**src/rtl/csr_regfile.sv**
```systemverilog
// csr_regfile: machine-mode CSR storage behind the exec-stage CSR unit.
// Reads are combinational. RW/RS/RC writes commit on the clock edge.
// The block also updates trap/mret state and exports mtvec/mepc/MIE.
// Optional feature macro: CSR_COUNTERS_EN adds mcycle/minstret and the cycle/instret aliases.

package csr_regfile_pkg;
    typedef struct packed {
        logic [11:0] a;    // CSR address
        logic [31:0] d;    // operand
        logic [1:0]  t;    // 01 RW, 10 RS, 11 RC, 00 read only
    } csr_req_t;

    typedef struct packed {
        logic        exists;
        logic [31:0] d;
    } csr_resp_t;

    localparam logic [1:0] OP_RW = 2'b01;
    localparam logic [1:0] OP_RS = 2'b10;
    localparam logic [1:0] OP_RC = 2'b11;
endpackage

module csr_regfile
    import csr_regfile_pkg::*;
#(
    parameter logic [31:0] HART_ID  = 32'd0,
    parameter logic [31:0] MISA_VAL = 32'h4000_0100
) (
    input  logic        clk,
    input  logic        rst,
    input  logic        csrfile_req_valid,
    output logic        csrfile_req_ready,
    input  csr_req_t    csrfile_req_data,
    output csr_resp_t   csrfile_resp,
    input  logic        retire,
    input  logic        trap_valid,
    input  logic [31:0] trap_cause,
    input  logic [31:0] trap_epc,
    input  logic [31:0] trap_tval,
    input  logic        mret,
    output logic [31:0] mtvec_o,
    output logic [31:0] mepc_o,
    output logic        mie_o
);
    logic        mstatus_mie, mstatus_mpie;
    logic [31:0] mie_en_q, mtvec_q, mscratch_q, mepc_q, mcause_q, mtval_q;
    logic [31:0] mstatus_rd;
    logic        rd_exists;
    logic [31:0] rd_val, new_val;
    logic        read_only, wr_en;

`ifdef CSR_COUNTERS_EN
    logic [63:0] mcycle_q, minstret_q;
`else
    logic        unused_retire;
    assign unused_retire = retire;
`endif

    // MPP is hardwired to machine mode; only MIE and MPIE hold state.
    assign mstatus_rd = {19'd0, 2'b11, 3'd0, mstatus_mpie, 3'd0, mstatus_mie, 3'd0};

    // Trap and mret own the cycle; the CSR port stalls while either is active.
    assign csrfile_req_ready = !trap_valid && !mret;

    // Address decode and the old-value read mux.
    always_comb begin
        rd_exists = 1'b1;
        rd_val    = 32'd0;
        case (csrfile_req_data.a)
            12'hF11, 12'hF12, 12'hF13: rd_val = 32'd0;
            12'hF14: rd_val = HART_ID;
            12'h300: rd_val = mstatus_rd;
            12'h301: rd_val = MISA_VAL;
            12'h304: rd_val = mie_en_q;
            12'h305: rd_val = mtvec_q;
            12'h340: rd_val = mscratch_q;
            12'h341: rd_val = mepc_q;
            12'h342: rd_val = mcause_q;
            12'h343: rd_val = mtval_q;
            12'h344: rd_val = 32'd0;
`ifdef CSR_COUNTERS_EN
            12'hB00, 12'hC00: rd_val = mcycle_q[31:0];
            12'hB80, 12'hC80: rd_val = mcycle_q[63:32];
            12'hB02, 12'hC02: rd_val = minstret_q[31:0];
            12'hB82, 12'hC82: rd_val = minstret_q[63:32];
`endif
            default: rd_exists = 1'b0;
        endcase
    end

    assign csrfile_resp.exists = rd_exists;
    assign csrfile_resp.d      = rd_val;

    // Read-modify-write value for the requested op.
    always_comb begin
        new_val = rd_val;
        case (csrfile_req_data.t)
            OP_RW:   new_val = csrfile_req_data.d;
            OP_RS:   new_val = rd_val | csrfile_req_data.d;
            OP_RC:   new_val = rd_val & ~csrfile_req_data.d;
            default: new_val = rd_val;
        endcase
    end

    // The 0xC../0xF.. space is read-only by encoding. misa and mip are read-only as well.
    assign read_only = (csrfile_req_data.a[11:10] == 2'b11) ||
                       (csrfile_req_data.a == 12'h301) || (csrfile_req_data.a == 12'h344);

    // RS/RC with a zero mask are pure reads and must not write.
    assign wr_en = csrfile_req_valid && csrfile_req_ready && (csrfile_req_data.t != 2'b00) &&
                   rd_exists && !read_only &&
                   ((csrfile_req_data.t == OP_RW) || (csrfile_req_data.d != 32'd0));

    // CSR state update. Priority order: trap, then mret, then software write.
    always_ff @(posedge clk) begin
        if (rst) begin
            mstatus_mie  <= 1'b0;
            mstatus_mpie <= 1'b0;
            mie_en_q     <= 32'd0;
            mtvec_q      <= 32'd0;
            mscratch_q   <= 32'd0;
            mepc_q       <= 32'd0;
            mcause_q     <= 32'd0;
            mtval_q      <= 32'd0;
        end else if (trap_valid) begin
            mepc_q       <= trap_epc & ~32'd3;
            mcause_q     <= trap_cause;
            mtval_q      <= trap_tval;
            mstatus_mpie <= mstatus_mie;
            mstatus_mie  <= 1'b0;
        end else if (mret) begin
            mstatus_mie  <= mstatus_mpie;
            mstatus_mpie <= 1'b1;
        end else if (wr_en) begin
            case (csrfile_req_data.a)
                12'h300: begin
                    mstatus_mie  <= new_val[3];
                    mstatus_mpie <= new_val[7];
                end
                12'h304: mie_en_q   <= new_val & 32'h0000_0888;
                12'h305: mtvec_q    <= new_val & ~32'd3;
                12'h340: mscratch_q <= new_val;
                12'h341: mepc_q     <= new_val & ~32'd3;
                12'h342: mcause_q   <= new_val;
                12'h343: mtval_q    <= new_val;
                default: ;
            endcase
        end
    end

`ifdef CSR_COUNTERS_EN
    // Free-running counters. A software write to either half replaces it and skips that increment.
    always_ff @(posedge clk) begin
        if (rst) begin
            mcycle_q   <= 64'd0;
            minstret_q <= 64'd0;
        end else begin
            if (wr_en && csrfile_req_data.a == 12'hB00)
                mcycle_q[31:0] <= new_val;
            else if (wr_en && csrfile_req_data.a == 12'hB80)
                mcycle_q[63:32] <= new_val;
            else
                mcycle_q <= mcycle_q + 64'd1;

            if (wr_en && csrfile_req_data.a == 12'hB02)
                minstret_q[31:0] <= new_val;
            else if (wr_en && csrfile_req_data.a == 12'hB82)
                minstret_q[63:32] <= new_val;
            else if (retire)
                minstret_q <= minstret_q + 64'd1;
        end
    end
`endif

    assign mtvec_o = mtvec_q;
    assign mepc_o  = mepc_q;
    assign mie_o   = mstatus_mie;
endmodule

```
**config.mk**
```make
export PLATFORM = sky130hd
export DESIGN_NAME = csr_regfile
export DESIGN_NICKNAME = d
export VERILOG_FILES = /design/src/rtl/csr_regfile.sv
export SDC_FILE = /design/constraint.sdc
export NUM_CORES = 1
export LEC_CHECK = 0
export ABC_AREA = 1
export CAP_MARGIN = 20
export CELL_PAD_IN_SITES_DETAIL_PLACEMENT = 1
export CELL_PAD_IN_SITES_GLOBAL_PLACEMENT = 2
export CORE_ASPECT_RATIO = 1.25
export CORE_UTILIZATION = 32
export CTS_CLUSTER_DIAMETER = 120
export DETAILED_ROUTE_END_ITERATION = 6
export DONT_BUFFER_PORTS = 1
export PLACE_DENSITY = 0.85
export SYNTH_ARGS = -nofsm -noshare
export SYNTH_HDL_FRONTEND = slang
export SYNTH_SLANG_ARGS = --single-unit
```
**constraint.sdc**
```tcl
create_clock -name clk -period 1.9 [get_ports clk]
set_input_delay 0.19 -clock clk [delete_from_list [all_inputs] [get_ports clk]]
set_output_delay 0.19 -clock clk [all_outputs]
set_load 0.02 [all_outputs]
```
==> metrics, run 1 <==
run status=complete, but fails checks; failing checks=negative hold slack; Final ANT Viol Nets=0; Leakage=6.21 nW; cts hold-fix bufs=1; H-tree depth reported by CTS=4; NumNets Final=1977; Startpoint Class=input port; # diodes=0; initial antenna violation count=0; top sig layer=met4; vias in the first global route=11400; core area=30300 µm²; placed instance area=11700 µm²; Layout Area Growth over Synthesis=25.2%; worst skew pair latency=0.45 ns; Avg Synthesized Cell Area=5.76 µm²; slowest stage delay, CP=0.23 ns; CTS tree=yes; clk buf depth=2; TritonRoute pass-1 iters=5; Yosys top cell area share=32.6%; Max Fanout on Critical Path=11; # IOs=247; hold path cells=1; Final Hold Slack=-0.171 ns; pwr dens=635 nW/µm²; Peak VDD IR=0.408 mV; # setup viols final=0; f_max=531 MHz; drt drc=0; Die H=199 µm; 1st-iter DRT viols=850; pin count of the biggest net entering global routing=97; Post-Synthesis Cells=1718; chip width=159 µm; met3 routed WL=3160 µm; Total GRT Usage=28.3%; slowest CP cell=nand4_1; mapped cell area=9900 µm²; Slew Limit Fails=0; Worst Path Arrival=1.69 ns; Worst Hold Class=input port to flip-flop; most common cell after layout, fill and taps aside=nand2_1; Final Hold Viols=92; Required @ worst endpoint=1.71 ns; CP Cell Sequence=nor2_1 -> nand2_4 -> nor2_4 -> buf_12 -> nand2_4 -> inv_1 -> buf_4 -> nand2_1 -> nand4_1 -> buf_4; Final WS setup=0.0181 ns; initial core utilization=32.7%; WL final=45400 µm; synth top area cells=dfxtp_1, nand2_1, nor2_1, nand3_1, o21ai_1; Unique masters post-synth=29; met1 WL=20800 µm; final RePlAce weighted congestion=0.885; wire length of the first global-routing pass=68100 µm; WL/cell=20.3 µm; Final period util=99.0%; Max Cap Viol=0; Setup TNS Final=0 ns; Final min period=1.88 ns; most frequent cells in the layout=nand2_1, nor2_1, nand3_1; Sink Count=161; sequential area share after synthesis=32.6%; register bit count reported by yosys=161; Ys Warns=0; root buffer cell=clkbuf_16; std cell rows=71; Setup CP Type=input port to output pin; I/O Buffers=0; grt ovf=0; PnR Total Power=7.87 mW; Worst-path clk slew=0.07 ns; largest area contributor in the netlist=dfxtp_1; CP Capture Type=output pin; worst r2r path cells=10; clk_skew=0.0117 ns; Inserted Clock Buffers=17; wire length on met2=20200 µm; final instance area=12400 µm²; Via density=5.25; die area=31600 µm²; dpl ws=-0.160 ns; Final HPWL DP=34100 µm; DR vias=11800; layout cells sized above 1=14.9%
## per-layer routing
layer / vias up / global-route usage, %
met3: 56 / 6.07
met5: - / 0
met1: 5647 / 38.6
met2: 409 / 44.0
li1: 5654 / -
met4: 0 / 9.97
## state kept, by name, summed over array words and instances (netlist names)
name	flops
mtvec_o	30
mtval_q	32
mie_o	1
mscratch_q	32
mie_en_q	3
mepc_o	30
mcause_q	32
mstatus_mpie	1
## repair_timing
item	CTS	global route
pin swaps	1	4
setup buffers	1	4
gates resized for setup	1	11
cloned	0	2
endpoints found under the setup margin	2	23
hold endpoints to repair	93	92
## path summary, 6_finish.rpt
check	startpoint	end	slack, ns
setup / recovery	csrfile_req_data[45]	csrfile_resp[26]	0.02
hold / removal	rst	mcause_q[1]	-0.17
setup reg to reg	mepc_o[30]	mepc_o[30]	0.30
hold reg to reg	mcause_q[1]	mcause_q[1]	0.46
## Yosys cell counts
cell	count
nand2_1	528
nor2_1	432
nand3_1	227
dfxtp_1	161
inv_1	62
o21ai_1	55
o21ai_0	50
clkbuf_1	42
buf_2	41
a21oi_1	31
nand4_1	16
buf_4	15
buf_1	12
nand2_2	7
nor2_4	7
inv_2	6
nand3_2	4
nor3_1	4
buf_6	3
nor2_2	3
nor2_8	3
o2111ai_1	2
a211oi_1	1
conb_1	1
nand2_4	1
nand2_8	1
nor3_2	1
nor3b_1	1
o21bai_1	1
## stage by stage
stage / util (%) / instances
global placement: 38.5 / 2203
global route: 40.9 / 2242
finish: 40.9 / 2242
floorplan: - / 1721
detailed placement: 38.5 / 2203
CTS: 40.4 / 2236
## where the power goes
group / switching, mW / internal [mW] / total [mW]
Combinational: 0.540 / 0.307 / 0.847
Clock: 1.53 / 1.87 / 3.40
Sequential: 0.129 / 3.49 / 3.62
Total: 2.20 / 5.67 / 7.87
## kinds of logic (layout without fill, tap and decap cells)
| logic type | Yosys count | count (layout) | synth area share, % |
|---|---|---|---|
| compound gates | 140 | 140 | 7.20 |
| simple gates | 1235 | 1235 | 52.0 |
| buf+inv | 181 | 301 | 8.18 |
| flops | 161 | 161 | 32.6 |
| other cells | 1 | 4 | 0.0379 |
## worst max-delay path: cells and delay by family
family                 cells  cell delay (ns)
AND/OR/NAND/NOR            6             0.81
buffers and inverters      4             0.66
## area by class of cell
type                       count  area [µm²]
multi-input combinational   1379        5920
sequential                   161        3220
clock buffer                  20         457
inverter                      68         258
tap                          401         502
clock inverter                11         108
fill                        4070       17900
timing repair buffer         202        1930
(Power assumes the default switching activity.)
==> run 2: changes to the inputs <==
--- a/config.mk
+++ b/config.mk
@@ -11,7 +11,6 @@
 export CELL_PAD_IN_SITES_GLOBAL_PLACEMENT = 2
 export CORE_ASPECT_RATIO = 1.25
 export CORE_UTILIZATION = 32
-export CTS_CLUSTER_DIAMETER = 120
 export DETAILED_ROUTE_END_ITERATION = 6
 export DONT_BUFFER_PORTS = 1
 export PLACE_DENSITY = 0.85
==> results of run 2 <==
Same layout as run 1: the final DEF is identical, and so are final timing and power.
==> run 3: changes to the inputs <==
--- a/config.mk
+++ b/config.mk
@@ -13,6 +13,7 @@
 export CORE_UTILIZATION = 32
 export DETAILED_ROUTE_END_ITERATION = 6
 export DONT_BUFFER_PORTS = 1
+export GPL_TIMING_DRIVEN = 0
 export PLACE_DENSITY = 0.85
 export SYNTH_ARGS = -nofsm -noshare
 export SYNTH_HDL_FRONTEND = slang
==> run 3 against run 2 <==
  * The run still ends with negative hold slack left
  * Critical endpoint unchanged
  * Sequential cell count unchanged
  * Highest routed layer unchanged
  * Via count increased by 2.3%
  * Setup slack improved by 0.021 ns
==> metrics, run 3 (synthesized netlist as in run 1, its figures left out) <==
Leakage=5.74 nW (-7.6%); # diodes=0 (unchanged); worst skew pair latency=0.45 ns (about the same); Total GRT Usage=32.4% (+4.1 points); initial core utilization=32.7% (unchanged); run status=complete, but fails checks; die area=31600 µm² (unchanged); Worst Path Arrival=1.67 ns (-0.02 ns); Slew headroom=38.3%; pin count of the biggest net entering global routing=17 (-82%); Startpoint Class=input port; Final min period=1.86 ns (-0.0212 ns); Worst Hold Class=input port to flip-flop; Via density=5.40 (+3.0%); Worst-path clk slew=0.07 ns (about the same); chip width=159 µm (unchanged); f_max=537 MHz (+1.1%); core area=30300 µm² (unchanged); worst r2r path cells=10 (unchanged); Final period util=97.9% (-1.1 points); Peak VDD IR=0.446 mV (+9.5%); root buffer cell=clkbuf_16; CTS tree=yes; grt ovf=0 (unchanged); WL final=51800 µm (+14%); CP Capture Type=output pin; # IOs=247 (unchanged); Final Hold Slack=-0.0000802 ns (+0.171 ns); std cell rows=71 (unchanged); # setup viols final=0 (unchanged); hold path cells=4 (+3); Max Fanout on Critical Path=10 (-1); most common cell after layout, fill and taps aside=nand2_1; Non-Filler Instances=2227 (-0.67%); RSZ-0062 raised after global routing=true; DR vias=12000 (+2.3%); final RePlAce weighted congestion=0.996 (+13%); NumNets Final=1962 (-0.76%); largest registers=mcause_q x32, mscratch_q x32, mtval_q x32; clk buf depth=2 (unchanged); Sink Count=161 (unchanged); I/O Buffers=0 (unchanged); Inserted Clock Buffers=17 (unchanged); WL/cell=23.3 µm (+15%); Layout Area Growth over Synthesis=20.4%; Slew @ Worst Pin=0.926 ns; vias in the first global route=12200 (+6.7%); initial antenna violation count=0 (unchanged); Final HPWL DP=41500 µm (+22%); layout cells sized above 1=8.98% (-5.9 points); final instance area=11900 µm² (-3.8%); # placed instances=2122 (-3.7%); Final ANT Viol Nets=0 (unchanged); Die H=199 µm (unchanged); placed instance area=10400 µm² (-11%); Final Hold Viols=1 (-99%); Required @ worst endpoint=1.71 ns (about the same); Setup CP Type=input port to output pin; wire length of the first global-routing pass=75600 µm (+11%); Max Cap Viol=0 (unchanged); Slew Limit Fails=0 (unchanged); H-tree depth reported by CTS=4 (unchanged); TritonRoute pass-1 iters=7 (+2); pwr dens=677 nW/µm² (+6.8%); clk_skew=0.00991 ns (-0.00179 ns); 1st-iter DRT viols=934 (+9.9%); failing checks=negative hold slack; drt drc=0 (unchanged); most frequent cells in the layout=nand2_1, nor2_1, nand3_1
## run 3: cell type report
cell class / instances / area [µm²]
Fill cell: 4091 / 18400
Sequential cell: 161 / 3230
Inverter: 68 / 258
Clock inverter: 8 / 78.8
Timing Repair Buffer: 74 / 723
Tap cell: 401 / 502
Buffer: 113 / 659
Clock buffer: 23 / 488
Multi-Input combinational cell: 1379 / 5990
## run 3: critical path, stage by stage
cell and delay, ns:
inv_1 0.05, nand2_1 0.08, nor2_4 0.22, nand2_1 0.14, nor2_2 0.15, clkbuf_8 0.23, buf_6 0.19, nand2_1 0.07
nand4_1 0.33
## run 3: what timing repair did
item / 4_1_cts / 5_1_grt
hold buffers: 62 / 0
endpoints found under the setup margin: 135 / 120
resized for setup: 26 / 59
pin swaps: 15 / 10
setup buffers: 9 / 3
hold endpoints to repair: 62 / 0
## run 3: routing by layer
metal / vias up / share of wire [%] / global-route usage (%) / wire length, µm
li1: 5634 / - / - / -
met1: 5831 / 42 / 39.7 / 21900
met2: 471 / 47 / 55.1 / 24400
met3: 100 / 6.6 / 6.34 / 3440
met4: 0 / 4.1 / 14.5 / 2120
met5: - / 0 / 0 / 0
## run 3: per-stage QoR
step	TNS [ns]	utilization, %	setup slack (ns)	power [mW]
after floorplan	0	-	0.148	4.22
after global placement	-92.15	34.4	-1.02	4.53
after detailed placement	-97.20	34.4	-0.997	4.56
after CTS	0	38.8	0.00140	8.07
after global routing	-0.276	39.4	-0.0414	8.30
final	0	39.4	0.0393	8.08
## run 3: power breakdown
| part | switching (mW) | total [mW] | internal (mW) |
|---|---|---|---|
| Clock | 1.51 | 3.45 | 1.94 |
| Sequential | 0.169 | 3.66 | 3.49 |
| Combinational | 0.647 | 0.971 | 0.324 |
| Total | 2.33 | 8.08 | 5.75 |
## run 3: final timing paths
kind	from	end	slack [ns]
hold / removal	trap_epc[23]	mepc_o[23]	-0.00008
setup / recovery	csrfile_req_data[38]	csrfile_resp[26]	0.04
hold reg to reg	mcause_q[1]	mcause_q[1]	0.48
setup reg to reg	mtvec_o[27]	mcause_q[27]	0.15
